<file path="src/rtl/frame_pingpong_ctrl.sv">
// Ping-pong frame steering between the camera write port and a two-bank frame buffer.
// Optional macro PP_DROP_CNT_EN enables the saturating dropped-frame counter.
module frame_pingpong_ctrl #(
    parameter int FRAME_PIXELS = 76800,
    parameter int ADDR_W       = 17,
    parameter int DATA_W       = 16
) (
    input  logic              clk,
    input  logic              reset,
    input  logic              vsync,
    input  logic              we,
    input  logic [ADDR_W-1:0] wAddr,
    input  logic [DATA_W-1:0] wData,
    input  logic              rd_frame_start,
    output logic              mem_we,
    output logic [ADDR_W:0]   mem_wAddr,
    output logic [DATA_W-1:0] mem_wData,
    output logic              rd_bank,
    output logic              frame_pending,
    output logic [7:0]        drop_cnt
);

    typedef enum logic [1:0] {
        S_IDLE    = 2'd0,
        S_CAPTURE = 2'd1,
        S_DONE    = 2'd2,
        S_SKIP    = 2'd3
    } state_t;

    localparam logic [ADDR_W-1:0] LAST_ADDR = ADDR_W'(FRAME_PIXELS - 1);

    state_t              state_q, state_d;
    logic                vs_meta_q, vs_sync_q, vs_prev_q;
    logic                wr_bank_q, wr_bank_d;
    logic                rd_bank_q, rd_bank_d;
    logic                pending_q, pending_d;
    logic                mem_we_q;
    logic [ADDR_W:0]     mem_wAddr_q;
    logic [DATA_W-1:0]   mem_wData_q;

    logic fs_s;
    logic fwd_s;
    logic pend_eff_s;
    logic drop_inc_s;

    assign fs_s       = vs_prev_q & ~vs_sync_q;
    assign fwd_s      = (state_q == S_CAPTURE) && we && (wAddr <= LAST_ADDR);
    // A handover in the same cycle as fs frees the pending slot first
    assign pend_eff_s = pending_q & ~rd_frame_start;

    // Next-state, bank steering and handover decisions
    always_comb begin
        state_d    = state_q;
        wr_bank_d  = wr_bank_q;
        rd_bank_d  = rd_bank_q;
        pending_d  = pending_q;
        drop_inc_s = 1'b0;

        if (rd_frame_start && pending_q) begin
            rd_bank_d = wr_bank_q;
            pending_d = 1'b0;
        end else begin
            rd_bank_d = rd_bank_q;
        end

        case (state_q)
            S_IDLE: begin
                if (fs_s) begin
                    state_d = S_CAPTURE;
                end else begin
                    state_d = S_IDLE;
                end
            end
            S_CAPTURE: begin
                // Completion beats a coincident fs; a bare fs restarts on the same bank
                if (fwd_s && (wAddr == LAST_ADDR)) begin
                    pending_d = 1'b1;
                    state_d   = S_DONE;
                end else begin
                    state_d = S_CAPTURE;
                end
            end
            S_DONE, S_SKIP: begin
                if (fs_s) begin
                    if (!pend_eff_s) begin
                        wr_bank_d = ~wr_bank_q;
                        state_d   = S_CAPTURE;
                    end else begin
                        drop_inc_s = 1'b1;
                        state_d    = S_SKIP;
                    end
                end else begin
                    state_d = state_q;
                end
            end
            default: begin
                state_d = S_IDLE;
            end
        endcase
    end

    // State, synchroniser and registered write-port outputs
    always_ff @(posedge clk) begin
        if (reset) begin
            state_q     <= S_IDLE;
            vs_meta_q   <= 1'b0;
            vs_sync_q   <= 1'b0;
            vs_prev_q   <= 1'b0;
            wr_bank_q   <= 1'b1;
            rd_bank_q   <= 1'b0;
            pending_q   <= 1'b0;
            mem_we_q    <= 1'b0;
            mem_wAddr_q <= '0;
            mem_wData_q <= '0;
        end else begin
            state_q   <= state_d;
            vs_meta_q <= vsync;
            vs_sync_q <= vs_meta_q;
            vs_prev_q <= vs_sync_q;
            wr_bank_q <= wr_bank_d;
            rd_bank_q <= rd_bank_d;
            pending_q <= pending_d;
            mem_we_q  <= fwd_s;
            if (we) begin
                mem_wAddr_q <= {wr_bank_q, wAddr};
                mem_wData_q <= wData;
            end
        end
    end

`ifdef PP_DROP_CNT_EN
    logic [7:0] drop_q;

    // Saturating count of camera frames discarded while the display lagged
    always_ff @(posedge clk) begin
        if (reset) begin
            drop_q <= 8'd0;
        end else if (drop_inc_s && (drop_q != 8'hFF)) begin
            drop_q <= drop_q + 8'd1;
        end
    end

    assign drop_cnt = drop_q;
`else
    logic unused_drop_s;
    assign unused_drop_s = drop_inc_s;
    assign drop_cnt      = 8'd0;
`endif

    assign mem_we        = mem_we_q;
    assign mem_wAddr     = mem_wAddr_q;
    assign mem_wData     = mem_wData_q;
    assign rd_bank       = rd_bank_q;
    assign frame_pending = pending_q;

endmodule

</file>
<file path="config.mk">
export PLATFORM = sky130hd
export DESIGN_NAME = frame_pingpong_ctrl
export DESIGN_NICKNAME = d
export VERILOG_FILES = /design/src/rtl/frame_pingpong_ctrl.sv
export SDC_FILE = /design/constraint.sdc
export NUM_CORES = 1
export LEC_CHECK = 0
export CELL_PAD_IN_SITES_DETAIL_PLACEMENT = 1
export CELL_PAD_IN_SITES_GLOBAL_PLACEMENT = 2
export CORE_ASPECT_RATIO = 1.2
export CORE_MARGIN = 5
export CORE_UTILIZATION = 24
export CTS_BUF_LIST = sky130_fd_sc_hd__clkbuf_8 sky130_fd_sc_hd__clkbuf_16
export DETAILED_ROUTE_END_ITERATION = 10
export PLACE_DENSITY_LB_ADDON = 0.12
export SLEW_MARGIN = 5
export SYNTH_ARGS = -nofsm -noshare
export SYNTH_HDL_FRONTEND = slang
export SYNTH_SLANG_ARGS = --single-unit
</file>
<file path="constraint.sdc">
create_clock -name clk -period 2 [get_ports clk]
set_clock_uncertainty 0.05 [all_clocks]
set_input_delay 0.2 -clock clk [delete_from_list [all_inputs] [get_ports clk]]
set_output_delay 0.2 -clock clk [all_outputs]
set_load 0.05 [all_outputs]
</file>
# --- Word-level counts from Yosys, hierarchy flattened ---
# Cells that the tools add are included.
# W data, S select, Z words.
word_totals:
  ff_bits: 43
  input_bits: 38
  output_inout_bits: 45
  wordCells: 37
op_classes:
  magnitude_cmp: 1
  eq_ne: 5
  muxes: 8
  bitwise: 6
  reduce_logical: 7
op_table:
  columns: ["op", "n"]
  rows:
  - ["$eq A17 B17 Y1 const B", 1]
  - ["$le A17 B17 Y1 const B", 1]
  - ["$mux W2", 3]
  - ["$pmux W2 S3", 1]
  - ["$eq A2 B2 Y1 const B", 2]
  - ["$logic_and A1 B1 Y1", 4]
  - ["$mux W1", 4]
  - ["$not A1 Y1", 4]
  - ["$reduce_and A3 Y1", 1]
  - ["$and A1 B1 Y1", 2]
  - ["$eq A2 B1 Y1 const B", 1]
  - ["$logic_not A2 Y1", 1]
  - ["$ne A2 B2 Y1 const B", 1]
  - ["$reduce_or A2 Y1", 1]

# --- Logic depth before layout (Yosys ltp) ---
# Gate-level depths: netlist of the first run.
depth:
  word_depth: 6
  mapped_depth: 4
  mapped_depth_nobuf: 3

# --- Least setup slack after synthesis of the first run ---
# OpenSTA, ideal clock, no wires.
synth_timing:
  kind: "register to register"
  startpoint: "register pending_q (netlist: frame_pending)"
  endpoint: "register wr_bank_q"
  setup_ps: 62
  t_arrival_ps: 1253
  required_time_ps: 1888
  slack_ps: 635
  stages_incl_launch_ff: 4
  path_buffers: 0
  period_less_slack_ps: 1365
  path_cell_list: "dfxtp_1 nor2b_1 or4_1 nand3_1"
synth_via:
  elab_chain_len: 3
synth_lines:
  columns: ["item", "line", "text"]
  rows:
  - ["start: declaration", "36", "logic pending_q, pending_d;"]
  - ["start signal: assignment", "122", "pending_q <= pending_d;"]
  - ["$and A1 B1 Y1", "49", "assign pend_eff_s = pending_q & ~rd_frame_start;"]
  - ["$not A1 Y1 (no line)", null, null]
  - ["$reduce_and A3 Y1 (no line)", null, null]
  - ["end signal: assignment", "120", "wr_bank_q <= wr_bank_d;"]
  - ["end: declaration", "34", "logic wr_bank_q, wr_bank_d;"]
# Every way passes these cells.
# A chain may end at the register's enable or synchronous reset.

# --- Worst setup path after layout of the first run ---
layout_timing:
  startpoint: "register pending_q (netlist: frame_pending)"
  endpoint: "output frame_pending"
layout_lines:
  columns: ["item", "line", "text"]
  rows:
  - ["end: declaration", "19", "output logic frame_pending,"]
# No word-level cell between the ends.

==> results of run 1 <==
[report_power, final]
part,leakage [nW],total (mW),switching (mW),internal (mW)
Combinational,0.652,0.449,0.271,0.178
Clock,0.0557,0.588,0.278,0.310
Sequential,0.354,0.922,0.0222,0.900
Total,1.06,1.96,0.572,1.39
[state kept, by name, summed over array words and instances, names as in the netlist]
signal and flops:
mem_wAddr 18, mem_wData 16, frame_pending 1, vs_sync_q 1, vs_prev_q 1, mem_we 1, rd_bank 1, state_q 2
wr_bank_q 1, vs_meta_q 1
[kinds of logic after synthesis]
logic type / Yosys count / synth area share (%)
flops: 43 / 52.0
compound gates: 8 / 4.69
simple gates: 55 / 15.7
buf+inv: 20 / 6.73
other cells: 1 / 0.227
mux: 34 / 20.6
[worst max path at each step]
stage                   from            end  slack, ns  depth (start not counted)
2_1_floorplan  frame_pending      wr_bank_q       0.63                          3
3_3_place_gp       wAddr[12]     state_q[0]       0.29                          4
3_5_place_dp       wAddr[12]     state_q[0]       0.25                          4
4_1_cts        frame_pending  frame_pending       0.24                          1
5_1_grt        frame_pending  frame_pending       0.20                          1
6_report       frame_pending  frame_pending       0.27                          1
[layout make-up]
| cell class | count | area, um^2 |
|---|---|---|
| clock inverters | 1 | 3.75 |
| clock buffers | 7 | 96.3 |
| inverters | 3 | 11.3 |
| multi-input cells | 105 | 708 |
| flip-flops and latches | 43 | 861 |
| repair buffers | 78 | 766 |
| fillers | 774 | 4220 |
| well taps | 87 | 109 |
[stage by stage]
| step | worst slack, ns | hold slack (ns) | utilization [%] | cells |
|---|---|---|---|---|
| floorplan | 0.635 | 0.239 | - | 168 |
| global placement | 0.291 | 0.386 | 36.3 | 316 |
| detailed placement | 0.255 | 0.394 | 36.3 | 316 |
| CTS | 0.238 | 0.332 | 37.7 | 324 |
| global route | 0.204 | 0.360 | 37.7 | 324 |
| finish | 0.265 | 0.347 | 37.7 | 324 |
[layout by cell type, fill, tap and decap left out]
master / n
clkdlybuf4s50_1: 73
dfxtp_1: 43
nor2_1: 35
mux2i_1: 34
conb_1: 8
clkbuf_8: 7
inv_1: 4
nor2b_1: 4
buf_4: 4
nand2b_1: 3
nand4_1: 3
or3_1: 2
nand3_1: 2
nand2_1: 2
or2_1: 1
or4_4: 1
nand4bb_1: 1
o32ai_1: 1
or4_1: 1
o31ai_1: 1
a21oi_1: 1
o2bb2ai_2: 1
a21o_1: 1
a21o_2: 1
a2111oi_2: 1
o211a_1: 1
buf_2: 1
[metal layers]
layer	global-route usage (%)	vias up	part of all wire, %	wire (um)
li1	-	671	-	-
met1	11.0	647	38	1770
met2	20.6	46	54	2470
met3	3.84	5	6.5	299
met4	4.02	0	1.3	60
met5	0	-	0	0
==> qor.yml, run 1 <==
yosysSeqAreaShare_pct: 52.0
ys_types: 26
cts_sinks: 43
holdPathEnd: "mem_wAddr[6]"
rsz0062_at_grt: "false"
ff2ff_path_depth: 3
finalMaxSlewViolations: 0
synth_top_area_cell: "dfxtp_1"
pin_count: 83
place_congestion: 0.728
cp_slowest_cell: "clkdlybuf4s50_1"
synth.avg_cell_area_um2: 10.3
cap_violations: 0
ys_top_cells_by_area: "dfxtp_1 (52%), mux2i_1 (21%), nor2_1 (7.9%), buf_4 (3.6%), buf_2 (1.5%)"
yosysMostFrequentCell: "dfxtp_1"
area_delta_synth_final_pct: 54.5
regToRegEndpoint: "state_q[1]"
synth_edf_count: 0
track_usage_pct: 11.0
vias: 1369
drt-wirelength-per-cell_um: 14.2
final_area_um2: 2550
hp-start: "we"
clk_latency_ns: 0.29
r2r-start: "state_q[1]"
cp-start-kind: "register"
core-area_um2: 6770
drtIter0Drc: 41
grt_pass1_vias: 1553
fmax_ghz: 0.577
path_cells: "clkdlybuf4s50_1"
hp-class: "input pin to register"
synthCells: 161
grt_max_degree: 25
dpl-instance-area_um2: 2450
ys_seq_elements: 43
diodes: 0
setup_violations: 0
hold_depth: 3
p_leak_nw: 1.06
period_share_pct: 86.7
netlist_area_um2: 1650
max_stage_delay_ns: 0.82
nets: 274
die_area_um2: 8660
cts_inserted_buffers: 5
total_power_mw: 1.96
dp.final_hpwl_um: 3650
outcome: "complete, no violations"
fp.dieH_um: 101
critical_path_buf_inv_count: 1
synthDominantCellAreaShare_pct: 52.0
cp.arrival_ns: 1.48
cp_max_fo: 4
route.detailed.drc: 0
yosysWarningCount: 0
synth_common_cells: "dfxtp_1 (43), nor2_1 (35), mux2i_1 (34), buf_4 (8), buf_2 (5)"
port_buffers: 74
wl_um: 4600
fin_crit_ns: 1.73
fp-row-count: 33
grt_overflow: 0
cp_data_required_time_ns: 1.75
first_pass_iters: 4
worst_pin_slew_ns: 0.541
final_antenna_net_count: 0
clock_path_buffers: 2
drive_above_1_share_pct: 6.75
critPathKind: "register to output port"
cts_setup_buffers: 0
cts_tree: "done"
start_util_pct: 24.4
peakVddDrop_uv: 389
synthFlopType: "dfxtp_1"
fp.dieW_um: 85.8
htree_levels: 2
ff2ff_setup_slack_ns: 0.67
cp-end-kind: "output port"
cts.clk_slew.worst_paths_ns: 0.08
ctsHoldBuffers: 0
post_cts_resized: 0
grt_pass1_wl_um: 7390
finalSetupTns_ns: 0
finalHoldViolations: 0
critPathTopFamily: "buffers and inverters"
cts-root-buf: "clkbuf_8"
async_reset_ff_share_pct: 0
slew_headroom_pct: 63.8
via_per_inst: 4.23
antenna_found_initial: 0
power.density_nw_per_um2: 767
No activity file was read; power rests on OpenSTA's default activity.
==> inputs of run 2 (changes only) <==
Settings changed: REMOVE_ABC_BUFFERS from default to 1.
==> qor.yml, run 2 (synthesis results as in run 1) <==
outcome: "complete, no violations"
mostFrequentLayoutCell: "clkdlybuf4s50_1"
grt_pass1_wl_um: 7100  # -3.9%
grt_overflow: 0  # unchanged
cp_max_fo: 4  # unchanged
cts_setup_buffers: 0  # unchanged
area_delta_synth_final_pct: 52.3
track_usage_pct: 10.5  # -0.47 points
pin_count: 83  # unchanged
final.fill_count: 778  # +0.52%
start_util_pct: 24.4  # unchanged
cp.arrival_ns: 1.50  # +0.02 ns
port_buffers: 74  # unchanged
cp-end-kind: "output port"
power.density_nw_per_um2: 740  # -3.5%
timing.final.ws_setup_ns: 0.250  # -0.0152 ns
final_antenna_net_count: 0  # unchanged
place_congestion: 0.708  # -2.8%
hp-start: "we"
htree_levels: 2  # unchanged
cp_data_required_time_ns: 1.75  # about the same
cp-start-kind: "register"
largest_register_ffs: 18  # unchanged
p_comb_share_pct: 23.9  # +1.0 points
nets: 273  # -0.36%
fp.dieW_um: 85.8  # unchanged
wl_um: 4450  # -3.2%
cts-root-buf: "clkbuf_8"
dp_slack_ns: 0.266  # +0.0112 ns
cts.clk_slew.worst_paths_ns: 0.08  # about the same
whs_ns: 0.349  # +0.00173 ns
first_pass_iters: 3  # -1
total_power_mw: 1.87  # -4.8%
fp.dieH_um: 101  # unchanged
p_clk_share_pct: 26.7  # -3.3 points
critPathTopFamily: "buffers and inverters"
post_cts_resized: 0  # unchanged
peakVddDrop_uv: 379  # -2.5%
diodes: 0  # unchanged
dp.cells: 315  # -0.32%
drive_above_1_share_pct: 5.56  # -1.2 points
fp-row-count: 33  # unchanged
worst_pin_slew_ns: 0.540  # -0.00130 ns
p_int_mw: 1.30  # -6.0%
p_switching_mw: 0.561  # -1.9%
ctsHoldBuffers: 0  # unchanged
fmax_ghz: 0.572  # -0.87%
p_leak_nw: 1.04  # -1.8%
finalSetupTns_ns: 0  # unchanged
rsz0062_at_grt: "false"
clk_latency_ns: 0.29  # about the same
critPathKind: "register to output port"
max_stage_delay_ns: 0.83  # about the same
period_share_pct: 87.5  # +0.76 points
cts_sinks: 43  # unchanged
hp-class: "input pin to register"
critical_path_buf_inv_count: 1  # unchanged
antenna_found_initial: 0  # unchanged
grt_pass1_vias: 1512  # -2.6%
setup_violations: 0  # unchanged
dp.final_hpwl_um: 3460  # -5.2%
cts_inserted_buffers: 5  # unchanged
cp_slowest_cell: "clkdlybuf4s50_1"
via_per_inst: 4.29  # +1.6%
final_cell_mix: "clkdlybuf4s50_1 (73), dfxtp_1 (43), nor2_1 (35)"
grt_max_degree: 42  # +68%
path_cells: "clkdlybuf4s50_1"
instances_no_fill: 321  # -0.93%
cap_violations: 0  # unchanged
fin_crit_ns: 1.75  # +0.0152 ns
vias: 1378  # +0.66%
route.detailed.drc: 0  # unchanged
core-area_um2: 6770  # unchanged
cts_tree: "done"
r2r-start: "state_q[1]"
die_area_um2: 8660  # unchanged
slew_headroom_pct: 63.9  # +0.087 points
finalHoldViolations: 0  # unchanged
seqPwrFrac_pct: 49.4  # +2.3 points
drtIter0Drc: 44  # +7.3%
switching_share_pct: 30.1  # +0.90 points
drt-wirelength-per-cell_um: 13.9  # -2.3%
finalMaxSlewViolations: 0  # unchanged
clock_path_buffers: 2  # unchanged
crit_start: "frame_pending"
==> run 2: cell types whose count changed in the layout (fill, tap and decap cells not counted) <==
cell,previous run,this run
clkbuf_8,7,5
buf_4,4,3
==> run 2: routing by layer <==
metal | part of all wire, % | vias to the layer above | track usage, %
met1 | 39 | 646 | 11.2
met5 | 0 | - | 0
met3 | 11 | 6 | 5.72
met4 | 1.1 | 0 | 4.02
li1 | - | 670 | -
met2 | 49 | 56 | 17.3
==> run 2: area by class of cell <==
cell class                 count  area [um^2]  area share [%]
sequential                    43          861            34.2
inverter                       3         11.3           0.447
tap                           87          109            4.32
multi-input combinational    105          708            28.1
clock inverter                 1         3.75           0.149
clock buffer                   5         68.8            2.73
timing repair buffer          77          758            30.1
==> run 2: final timing paths <==
| check | cells after the start | endpoint | slack (ns) |
|---|---|---|---|
| setup / recovery | 1 | frame_pending | 0.25 |
| hold / removal | 4 | frame_pending | 0.35 |
| setup reg to reg | 3 | state_q[1] | 0.66 |
| hold reg to reg | 1 | vs_sync_q | 0.40 |
==> run 2: power by group through the flow <==
stage | clock (mW) | combinational [mW] | sequential [mW]
finish | 0.498 | 0.447 | 0.921
global route | 0.565 | 0.472 | 0.927
CTS | 0.531 | 0.454 | 0.922
detailed placement | 0 | 0.452 | 0.941
global placement | 0 | 0.445 | 0.939
floorplan | 0 | 0.101 | 1.08
==> run 2: through the flow <==
step | cell area, um^2 | utilization, %
after global routing | 2520 | 37.2
after CTS | 2520 | 37.2
after floorplan | 1580 | -
after global placement | 2450 | 36.1
after detailed placement | 2450 | 36.1
final | 2520 | 37.2
